File: src/rtl/mem_access_ctrl_if.sv
// mem_access_ctrl_if: request/response and memory-strobe bundle for mem_access_ctrl
interface mem_access_ctrl_if;
  logic        iReq;
  logic        iWe;
  logic [2:0]  iFunct3;
  logic [31:0] iAddr;
  logic [31:0] iWData;
  logic        oBusy;
  logic        oDone;
  logic        oErr;
  logic [31:0] oRData;
  logic [31:0] oMemEnd;
  logic [31:0] oMemDadoEscrita;
  logic        oMemEscMem;
  logic        oMemLeMem;
  logic [31:0] iMemDado;
  modport slave (
    input  iReq, iWe, iFunct3, iAddr, iWData, iMemDado,
    output oBusy, oDone, oErr, oRData, oMemEnd, oMemDadoEscrita, oMemEscMem, oMemLeMem
  );
  modport master (
    output iReq, iWe, iFunct3, iAddr, iWData, iMemDado,
    input  oBusy, oDone, oErr, oRData, oMemEnd, oMemDadoEscrita, oMemEscMem, oMemLeMem
  );
endinterface

File: src/rtl/mem_access_ctrl.sv
// mem_access_ctrl: RISC-V load/store initiator for a word-only memory; sub-word ops via MEM_ACCESS_CTRL_SUBWORD_EN
module mem_access_ctrl #(
  parameter int ADDR_LIMIT = 1024
) (
  input logic               iCLK,
  input logic               iRST_n,
  mem_access_ctrl_if.slave  bus
);
  typedef enum logic [2:0] {IDLE, RD, WT, WR, DONE} state_t;
  state_t      r_state;
  logic [31:0] r_end;
  logic [31:0] r_wd;
  logic [31:0] r_rdata;
  logic        r_err;
  logic        w_range_err;
  logic        w_f3_err;
  logic        w_align_err;
  logic        w_err;
  assign w_range_err = bus.iAddr >= 32'(ADDR_LIMIT);
`ifdef MEM_ACCESS_CTRL_SUBWORD_EN
  logic        r_we;
  logic [2:0]  r_f3;
  logic [1:0]  r_lane;
  logic [4:0]  w_sh;
  logic [15:0] w_rsh;
  logic [31:0] w_load;
  logic [31:0] w_mask;
  logic [31:0] w_merge;
  assign w_f3_err    = bus.iFunct3 == 3'b011 || bus.iFunct3[2:1] == 2'b11 || (bus.iWe && bus.iFunct3[2]);
  assign w_align_err = (bus.iFunct3[1:0] == 2'b01 && bus.iAddr[0]) ||
                       (bus.iFunct3[1:0] == 2'b10 && bus.iAddr[1:0] != 2'b00);
  assign w_sh    = {r_lane, 3'b000};
  assign w_rsh   = 16'(bus.iMemDado >> w_sh);
  assign w_load  = r_f3[1:0] == 2'b00 ? {{24{~r_f3[2] & w_rsh[7]}}, w_rsh[7:0]} :
                   r_f3[1:0] == 2'b01 ? {{16{~r_f3[2] & w_rsh[15]}}, w_rsh} : bus.iMemDado;
  assign w_mask  = (r_f3[0] ? 32'h0000_FFFF : 32'h0000_00FF) << w_sh;
  assign w_merge = (bus.iMemDado & ~w_mask) | ((r_wd << w_sh) & w_mask);
`else
  assign w_f3_err    = bus.iFunct3 != 3'b010;
  assign w_align_err = bus.iAddr[1:0] != 2'b00;
`endif
  assign w_err = w_range_err | w_f3_err | w_align_err;
  // Access sequencer: latch request, optional read (load or RMW), optional write, one DONE cycle
  always_ff @(posedge iCLK or negedge iRST_n) begin
    if (!iRST_n) begin
      r_state <= IDLE;
      r_end   <= '0;
      r_wd    <= '0;
      r_rdata <= '0;
      r_err   <= 1'b0;
`ifdef MEM_ACCESS_CTRL_SUBWORD_EN
      r_we    <= 1'b0;
      r_f3    <= '0;
      r_lane  <= '0;
`endif
    end else begin
      case (r_state)
        IDLE: if (bus.iReq) begin
          r_end <= {bus.iAddr[31:2], 2'b00};
          r_wd  <= bus.iWData;
          r_err <= w_err;
`ifdef MEM_ACCESS_CTRL_SUBWORD_EN
          r_we   <= bus.iWe;
          r_f3   <= bus.iFunct3;
          r_lane <= bus.iAddr[1:0];
`endif
          if (w_err || bus.iWe) r_rdata <= '0;
          r_state <= w_err ? DONE : (bus.iWe && bus.iFunct3 == 3'b010) ? WR : RD;
        end
        RD: r_state <= WT;
`ifdef MEM_ACCESS_CTRL_SUBWORD_EN
        WT: begin
          if (r_we) r_wd <= w_merge;
          else r_rdata <= w_load;
          r_state <= r_we ? WR : DONE;
        end
`else
        WT: begin
          r_rdata <= bus.iMemDado;
          r_state <= DONE;
        end
`endif
        WR: r_state <= DONE;
        default: r_state <= IDLE;
      endcase
    end
  end
  assign bus.oBusy           = r_state != IDLE;
  assign bus.oDone           = r_state == DONE;
  assign bus.oMemLeMem       = r_state == RD;
  assign bus.oMemEscMem      = r_state == WR;
  assign bus.oErr            = r_err;
  assign bus.oRData          = r_rdata;
  assign bus.oMemEnd         = r_end;
  assign bus.oMemDadoEscrita = r_wd;
endmodule

File: src/flat_wrapper.sv
// flat-port wrapper written by rule: the top's interface ports become plain ports
module mem_access_ctrl_flat 
#(
  parameter int ADDR_LIMIT = 1024
)
  (iCLK, iRST_n, bus_iReq, bus_iWe, bus_iFunct3, bus_iAddr, bus_iWData, bus_iMemDado, bus_oBusy, bus_oDone, bus_oErr, bus_oRData, bus_oMemEnd, bus_oMemDadoEscrita, bus_oMemEscMem, bus_oMemLeMem);
  mem_access_ctrl_if bus_i ();
  input logic iCLK;
  input logic iRST_n;
  input wire logic [$bits(bus_i.iReq)-1:0] bus_iReq;
  input wire logic [$bits(bus_i.iWe)-1:0] bus_iWe;
  input wire logic [$bits(bus_i.iFunct3)-1:0] bus_iFunct3;
  input wire logic [$bits(bus_i.iAddr)-1:0] bus_iAddr;
  input wire logic [$bits(bus_i.iWData)-1:0] bus_iWData;
  input wire logic [$bits(bus_i.iMemDado)-1:0] bus_iMemDado;
  output wire logic [$bits(bus_i.oBusy)-1:0] bus_oBusy;
  output wire logic [$bits(bus_i.oDone)-1:0] bus_oDone;
  output wire logic [$bits(bus_i.oErr)-1:0] bus_oErr;
  output wire logic [$bits(bus_i.oRData)-1:0] bus_oRData;
  output wire logic [$bits(bus_i.oMemEnd)-1:0] bus_oMemEnd;
  output wire logic [$bits(bus_i.oMemDadoEscrita)-1:0] bus_oMemDadoEscrita;
  output wire logic [$bits(bus_i.oMemEscMem)-1:0] bus_oMemEscMem;
  output wire logic [$bits(bus_i.oMemLeMem)-1:0] bus_oMemLeMem;
  assign bus_i.iReq = bus_iReq;
  assign bus_i.iWe = bus_iWe;
  assign bus_i.iFunct3 = bus_iFunct3;
  assign bus_i.iAddr = bus_iAddr;
  assign bus_i.iWData = bus_iWData;
  assign bus_i.iMemDado = bus_iMemDado;
  assign bus_oBusy = bus_i.oBusy;
  assign bus_oDone = bus_i.oDone;
  assign bus_oErr = bus_i.oErr;
  assign bus_oRData = bus_i.oRData;
  assign bus_oMemEnd = bus_i.oMemEnd;
  assign bus_oMemDadoEscrita = bus_i.oMemDadoEscrita;
  assign bus_oMemEscMem = bus_i.oMemEscMem;
  assign bus_oMemLeMem = bus_i.oMemLeMem;
  mem_access_ctrl #(.ADDR_LIMIT(ADDR_LIMIT)) u_core (.iCLK(iCLK), .iRST_n(iRST_n), .bus(bus_i));
endmodule
File: config.mk
export PLATFORM = sky130hd
export DESIGN_NAME = mem_access_ctrl_flat
export DESIGN_NICKNAME = d
export VERILOG_FILES = /design/src/rtl/mem_access_ctrl_if.sv /design/src/rtl/mem_access_ctrl.sv /design/src/flat_wrapper.sv
export SDC_FILE = /design/constraint.sdc
export NUM_CORES = 1
export LEC_CHECK = 0
export CORE_UTILIZATION = 35
export DETAILED_ROUTE_END_ITERATION = 6
export PLACE_DENSITY = 0.73
export SYNTH_ARGS = -nofsm -noshare
export SYNTH_HDL_FRONTEND = slang
export SYNTH_SLANG_ARGS = --single-unit
File: constraint.sdc
create_clock -name iCLK -period 1.4 [get_ports iCLK]
set_input_delay 0.14 -clock iCLK [delete_from_list [all_inputs] [get_ports iCLK]]
set_output_delay 0.14 -clock iCLK [all_outputs]
set_load 0.02 [all_outputs]
==> out/qor.csv, run 1 <==
metric;value;unit
clkLatencyLatePin;0.36;ns
final_antenna_net_count;0;
die_w;106;µm
rows;37;
path_clk_slew;0.10;ns
core_area;10400;µm²
critPathArrivalTime;1.80;ns
slew_violations;0;
route.vias.total;3526;
numPortBuffers;201;
grt-ovfl-total;0;
utilization;0.632;
place_area;6090;µm²
area_growth;73.9;%
clock_power_share;0.255;
finalCritPeriodShare;1.08;
fin_area;6560;µm²
grt_pass1_wl;18500;µm
cts_sinks;98;
worst-path-max-fanout;32;
drt_iter0_drc;165;
mostFrequentLayoutCell;nand2_1;
tns;-5.24;ns
p_int;0.00452;W
vdd.ir_drop.worst;558;µV
max_cap_viol_count;0;
multiInputGateArea;1270;µm²
swShare;0.297;
dieArea;11200;µm²
grt_max_degree;44;
drive_above_1_share;0.130;
power_density;980;nW/µm²
start_util;0.364;
nets;707;
finalWirelength;11700;µm
ios;204;
hold_path_class;in -> reg;
start_kind;flip-flop;
violations;negative setup slack;
crit_type;reg -> reg;
pwr-share-comb;0.250;
synth_seq_cells;98;
avgViaCountPerCell;4.73;
p_leak;3.45;nW
nFillCells;882;
post-route-min-period;1.51;ns
critPathCaptureType;flip-flop;
synthTopCellsByArea;dfrtp_1 65%, nand2_1 19%, a22o_1 7.4%, nor4_2 2.0%, buf_2 0.93%;
avgSynthCellArea;10.2;µm²
place_ws;-0.448;ns
firstDrtPassIters;4;
final_hold_viol_count;0;
synth_area;3770;µm²
dieHeight;106;µm
layout_common_cells;188 x nand2_1, 99 x clkdlybuf4s50_1, 95 x dlygate4sd2_1, 95 x dfrtp_1, 32 x a22o_1;
synth_cell_types;23;
synth_top_area_frac;0.651;
status;finished, violations left;
grt_setup_unrepaired;yes;
seq_area;2460;µm²
setup_violations;98;
cts_root_buf;clkbuf_8;
groute.usage.overall;0.212;
first_global_vias;3701;
seq_power_share;0.495;
ys_warn_count;0;
ys_seq_area_frac;0.651;
yosys.area.top_type;dfrtp_1;
gp_congestion;0.756;
fmax;661;MHz
grt_antenna_before_repair;1;
syn_inst;370;
switchingPower;0.00191;W
required;1.69;ns
htree_levels;3;
wl_per_cell;15.7;µm
finClkSkew;0.0101;ns
clockBufferDepth;2;
cts_buffers;9;
cts_tree;done;
drc_errors;0;
dp_hpwl;7860;µm
setup_ws;-0.113;ns
-- final cells by class --
cell class | count | area share
diodes | 1 | 0.000382
clock buffers | 11 | 0.0216
multi-input cells | 251 | 0.194
inverters | 2 | 0.00114
flip-flops and latches | 98 | 0.375
repair buffers | 242 | 0.378
well taps | 136 | 0.0259
clock inverters | 5 | 0.00458
-- worst max-delay path, stage by stage, from the launching register on --
cell and delay [ns]:
dfrtp_2 0.45, nor3_4 0.22, buf_6 0.13, nand4_1 0.09, o21ai_2 0.19, buf_12 0.20
a22o_1 0.16
-- cell families (layout without fill, tap and decap cells) --
kind of cell / Yosys count / after routing / synth area share
AND/OR/NAND/NOR: 212 / 213 / 0.233
flip-flops: 98 / 98 / 0.651
AO/OA/AOI/OAI: 36 / 36 / 0.0820
buffers and inverters: 23 / 260 / 0.0332
other: 1 / 3 / 0.000995
-- metal layers --
layer | GRT usage | wire length [µm]
met5 | 0 | 0
met4 | 0.0804 | 301
met3 | 0.0495 | 801
met2 | 0.354 | 5760
met1 | 0.267 | 4880
-- flip-flops by register name (all words and copies together) (netlist names) --
| signal | cells |
|---|---|
| u_core.bus.oMemDadoEscrita | 32 |
| u_core.bus.oRData | 32 |
| u_core.bus.oMemEnd | 30 |
| u_core.r_state | 3 |
| u_core.bus.oErr | 1 |
-- synth_stat cells --
cell type,n
nand2b_1,1
o21ai_2,1
conb_1,1
dfrtp_1,98
o21ai_0,1
nor3_1,3
nand2_1,189
nand4_1,2
buf_2,7
nor3b_1,1
a22o_1,32
a21oi_1,1
nor2_1,6
buf_4,2
nor4b_1,1
nor4_1,1
nor3_2,1
a41o_1,1
and2_1,1
nor4_2,6
inv_1,2
buf_6,3
clkbuf_1,9
-- power by group through the flow --
stage / clock, W / combinational (W) / sequential (W)
2_1_floorplan: 0 / 0.000319 / 0.00353
3_3_place_gp: 0 / 0.00159 / 0.00323
3_5_place_dp: 0 / 0.00161 / 0.00324
4_1_cts: 0.00170 / 0.00157 / 0.00318
5_1_grt: 0.00180 / 0.00173 / 0.00322
6_report: 0.00164 / 0.00160 / 0.00318
-- repair_timing --
item	in CTS	in global routing
hold buffers	1	0
buffers inserted	6	6
endpoints found under the hold margin	55	0
pin swaps	2	5
resized for setup	130	19
endpoints found under the setup margin	193	102
cloned	5	4
-- path summary, 6_finish.rpt --
check / start / to / slack, ns / depth (start not counted)
hold / removal: bus_iAddr[16] / u_core.bus.oMemEnd[16] / 0.05 / 3
hold reg to reg: u_core.bus.oMemDadoEscrita[13] / u_core.bus.oMemDadoEscrita[13] / 0.47 / 2
max in group asynchronous: iRST_n / u_core.bus.oMemDadoEscrita[7] / 0.64 / 3
setup / recovery: u_core.r_state[2] / u_core.bus.oRData[28] / -0.11 / 6
setup reg to reg: u_core.r_state[2] / u_core.bus.oRData[28] / -0.11 / 6
min in group asynchronous: iRST_n / u_core.bus.oMemDadoEscrita[28] / 0.23 / 2
-- per-stage QoR --
| step | total power, W | instances | hold WS [ns] |
|---|---|---|---|
| after global placement | 0.00483 | 708 | 0.0512 |
| final | 0.00643 | 746 | 0.0548 |
| after floorplan | 0.00385 | 371 | -0.156 |
| after detailed placement | 0.00485 | 708 | 0.0577 |
| after global routing | 0.00674 | 746 | 0.0664 |
| after CTS | 0.00644 | 736 | 0.219 |
No activity file was read; power rests on OpenSTA's default activity.
==> run 2: changes to the inputs <==
--- a/config.mk
+++ b/config.mk
@@ -5,9 +5,9 @@
 export SDC_FILE = /design/constraint.sdc
 export NUM_CORES = 1
 export LEC_CHECK = 0
-export CORE_UTILIZATION = 35
+export CORE_UTILIZATION = 30
 export DETAILED_ROUTE_END_ITERATION = 6
-export PLACE_DENSITY = 0.73
+export PLACE_DENSITY = 0.64
 export SYNTH_ARGS = -nofsm -noshare
 export SYNTH_HDL_FRONTEND = slang
 export SYNTH_SLANG_ARGS = --single-unit
==> out/qor.csv, run 2 (synthesis gave the netlist of run 1 again) <==
metric;value;unit;change
p_int;0.00499;W;+10%
rows;40;;+8.1%
drc_errors;0;;unchanged
critPathSlowestCell;clkdlybuf4s50_1;;
cts_tree;done;;
core_area;12100;µm²;+17%
critPathCaptureType;flip-flop;;
route.met2.wl;5200;µm;-9.8%
worstReg2RegStart;u_core.r_state[0];;
area_growth;72.1;%;
cts_root_buf;clkbuf_16;;
place_ws;-0.492;ns;-0.0442 ns
swShare;0.278;;-0.0196
hold_path_class;in -> reg;;
dieHeight;114;µm;+7.9%
grt_max_degree;54;;+23%
gp_congestion;0.739;;-2.4%
nFillCells;1115;;+26%
wl_per_cell;14.6;µm;-7.0%
path_cells;clkdlybuf4s50_1 > nor4_4 > nand4_1 > o21ai_4 > clkbuf_16 > a22o_1;;
drt_iter0_drc;194;;+18%
min-delay-start;bus_iAddr[25];;
post-route-min-period;1.55;ns;+0.0326 ns
max_cap_viol_count;0;;unchanged
ios;204;;unchanged
nets;696;;-1.6%
p_leak;3.48;nW;+0.70%
diodes;0;;-1
path_clk_slew;0.06;ns;-0.04 ns
holdPathEnd;u_core.bus.oMemEnd[25];;
cts_sinks;98;;unchanged
routed.top_layer;met4;;
required;1.67;ns;-0.02 ns
cts_buffers;9;;unchanged
route.vias.total;3476;;-1.4%
wl_met3;928;µm;+16%
grt_pass1_wl;17500;µm;-5.8%
ff2ff_setup_slack;-0.14;ns;-0.03 ns
fmax;647;MHz;-2.1%
finalWirelength;11200;µm;-4.5%
whs_path_depth;3;;unchanged
switchingPower;0.00192;W;+0.32%
critPathArrivalTime;1.82;ns;+0.02 ns
pwr-share-comb;0.212;;-0.038
numPortBuffers;201;;unchanged
grt-ovfl-total;0;;unchanged
clkLatencyLatePin;0.34;ns;-0.02 ns
reg2reg_to;u_core.bus.oRData[28];;
utilization;0.536;;-0.0967
grt_setup_unrepaired;yes;;
first_global_vias;3454;;-6.7%
finalCritPeriodShare;1.10;;+0.0233
start_kind;input pin;;
multiInputGateArea;1270;µm²;+0.29%
firstDrtPassIters;6;;+2
final_antenna_net_count;0;;unchanged
mostFrequentLayoutCell;nand2_1;;
seq_area;2460;µm²;unchanged
max_stage_delay;0.46;ns;about the same
setup_violations;91;;-7.1%
final_hold_viol_count;0;;unchanged
crit_type;in -> reg;;
htree_levels;3;;unchanged
worst-path-max-fanout;8;;-75%
finClkSkew;0.00641;ns;-0.00373 ns
drive_above_1_share;0.110;;-0.0194
vdd.ir_drop.worst;465;µV;-17%
status;finished, violations left;;
die_w;114;µm;+7.9%
slew_violations;0;;unchanged
avgViaCountPerCell;4.54;;-4.0%
layout_common_cells;188 x nand2_1, 97 x dlygate4sd2_1, 95 x dfrtp_1, 89 x clkdlybuf4s50_1, 32 x a22o_1;;
clockBufferDepth;2;;unchanged
fin_cells;766;;+2.7%
grt_antenna_before_repair;0;;-1
power_density;1060;nW/µm²;+8.6%
dp.cells;741;;+4.7%
start_util;0.311;;-0.0523
seq_power_share;0.462;;-0.033
dieArea;13000;µm²;+16%
clock_power_share;0.325;;+0.070
routedLengthMet1;4870;µm;-0.27%
dp_hpwl;7850;µm;-0.15%
rr_worst_depth;5;;-1
groute.usage.overall;0.173;;-0.0392
violations;negative setup slack;;
setup_ws;-0.146;ns;-0.0326 ns
path_buf_inv;2;;unchanged
path_delay_family;buffers and inverters;;
run 2: cell types whose count changed in the layout (fill, tap and decap cells not counted), moves of 4 or more:
| cell | delta |
|---|---|
| clkdlybuf4s50_1 | -10 |
| clkbuf_8 | -9 |
| clkbuf_16 | +8 |
| dlymetal6s2s_1 | +8 |
| buf_16 | -4 |
| buf_6 | -4 |
run 2: cell type report:
type / count / area share
Clock inverter: 3 / 0.00231
Timing Repair Buffer: 232 / 0.350
Sequential cell: 98 / 0.379
Clock buffer: 13 / 0.0386
Inverter: 2 / 0.00116
Tap cell: 168 / 0.0324
Multi-Input combinational cell: 250 / 0.197
run 2: worst min-delay path, cell delays in order:
cell            delay, ns
dlymetal6s2s_1       0.12
nand2_1              0.06
nand2_1              0.05
run 2: routing by layer:
| layer | track usage | vias to the layer above |
|---|---|---|
| li1 | - | 1647 |
| met1 | 0.228 | 1660 |
| met2 | 0.263 | 152 |
| met3 | 0.0524 | 17 |
| met4 | 0.0771 | 0 |
| met5 | 0 | - |
run 2: power by group through the flow:
stage | Clock, W | Sequential (W) | Combinational (W)
floorplan | 0 | 0.00353 | 0.000319
detailed placement | 0 | 0.00325 | 0.00161
global placement | 0 | 0.00324 | 0.00159
CTS | 0.00234 | 0.00319 | 0.00144
global route | 0.00245 | 0.00322 | 0.00159
finish | 0.00225 | 0.00319 | 0.00147
run 2: worst max-delay path by stage:
stage                                  from                     to  slack, ns  cells after the start
after floorplan           u_core.r_state[2]   u_core.bus.oRData[0]       0.05                      5
after global placement        bus_iAddr[27]  u_core.bus.oRData[21]      -0.46                      6
after detailed placement      bus_iAddr[27]   u_core.bus.oRData[0]      -0.49                      6
after CTS                 u_core.r_state[1]              bus_oBusy      -0.08                      3
after global routing          bus_iAddr[12]   u_core.bus.oRData[6]      -0.20                      6
final                         bus_iAddr[12]  u_core.bus.oRData[28]      -0.15                      6
run 2: repair_timing:
item,CTS,global route
buffers inserted,0,5
pin swaps,4,12
endpoints found under the hold margin,98,0
setup endpoints to repair,196,102
hold buffers,1,0
gates resized for setup,119,31
gates cloned,0,3
run 2: per-stage QoR:
stage	area (µm²)	setup TNS [ns]	total power (W)	hold slack, ns
global placement	6120	-19.50	0.00483	0.151
CTS	6280	-2.18	0.00697	0.163
detailed placement	6120	-21.00	0.00485	0.156
finish	6490	-7.08	0.00690	0.0663
floorplan	3770	0	0.00385	-0.156
global route	6490	-14.67	0.00727	0.0726
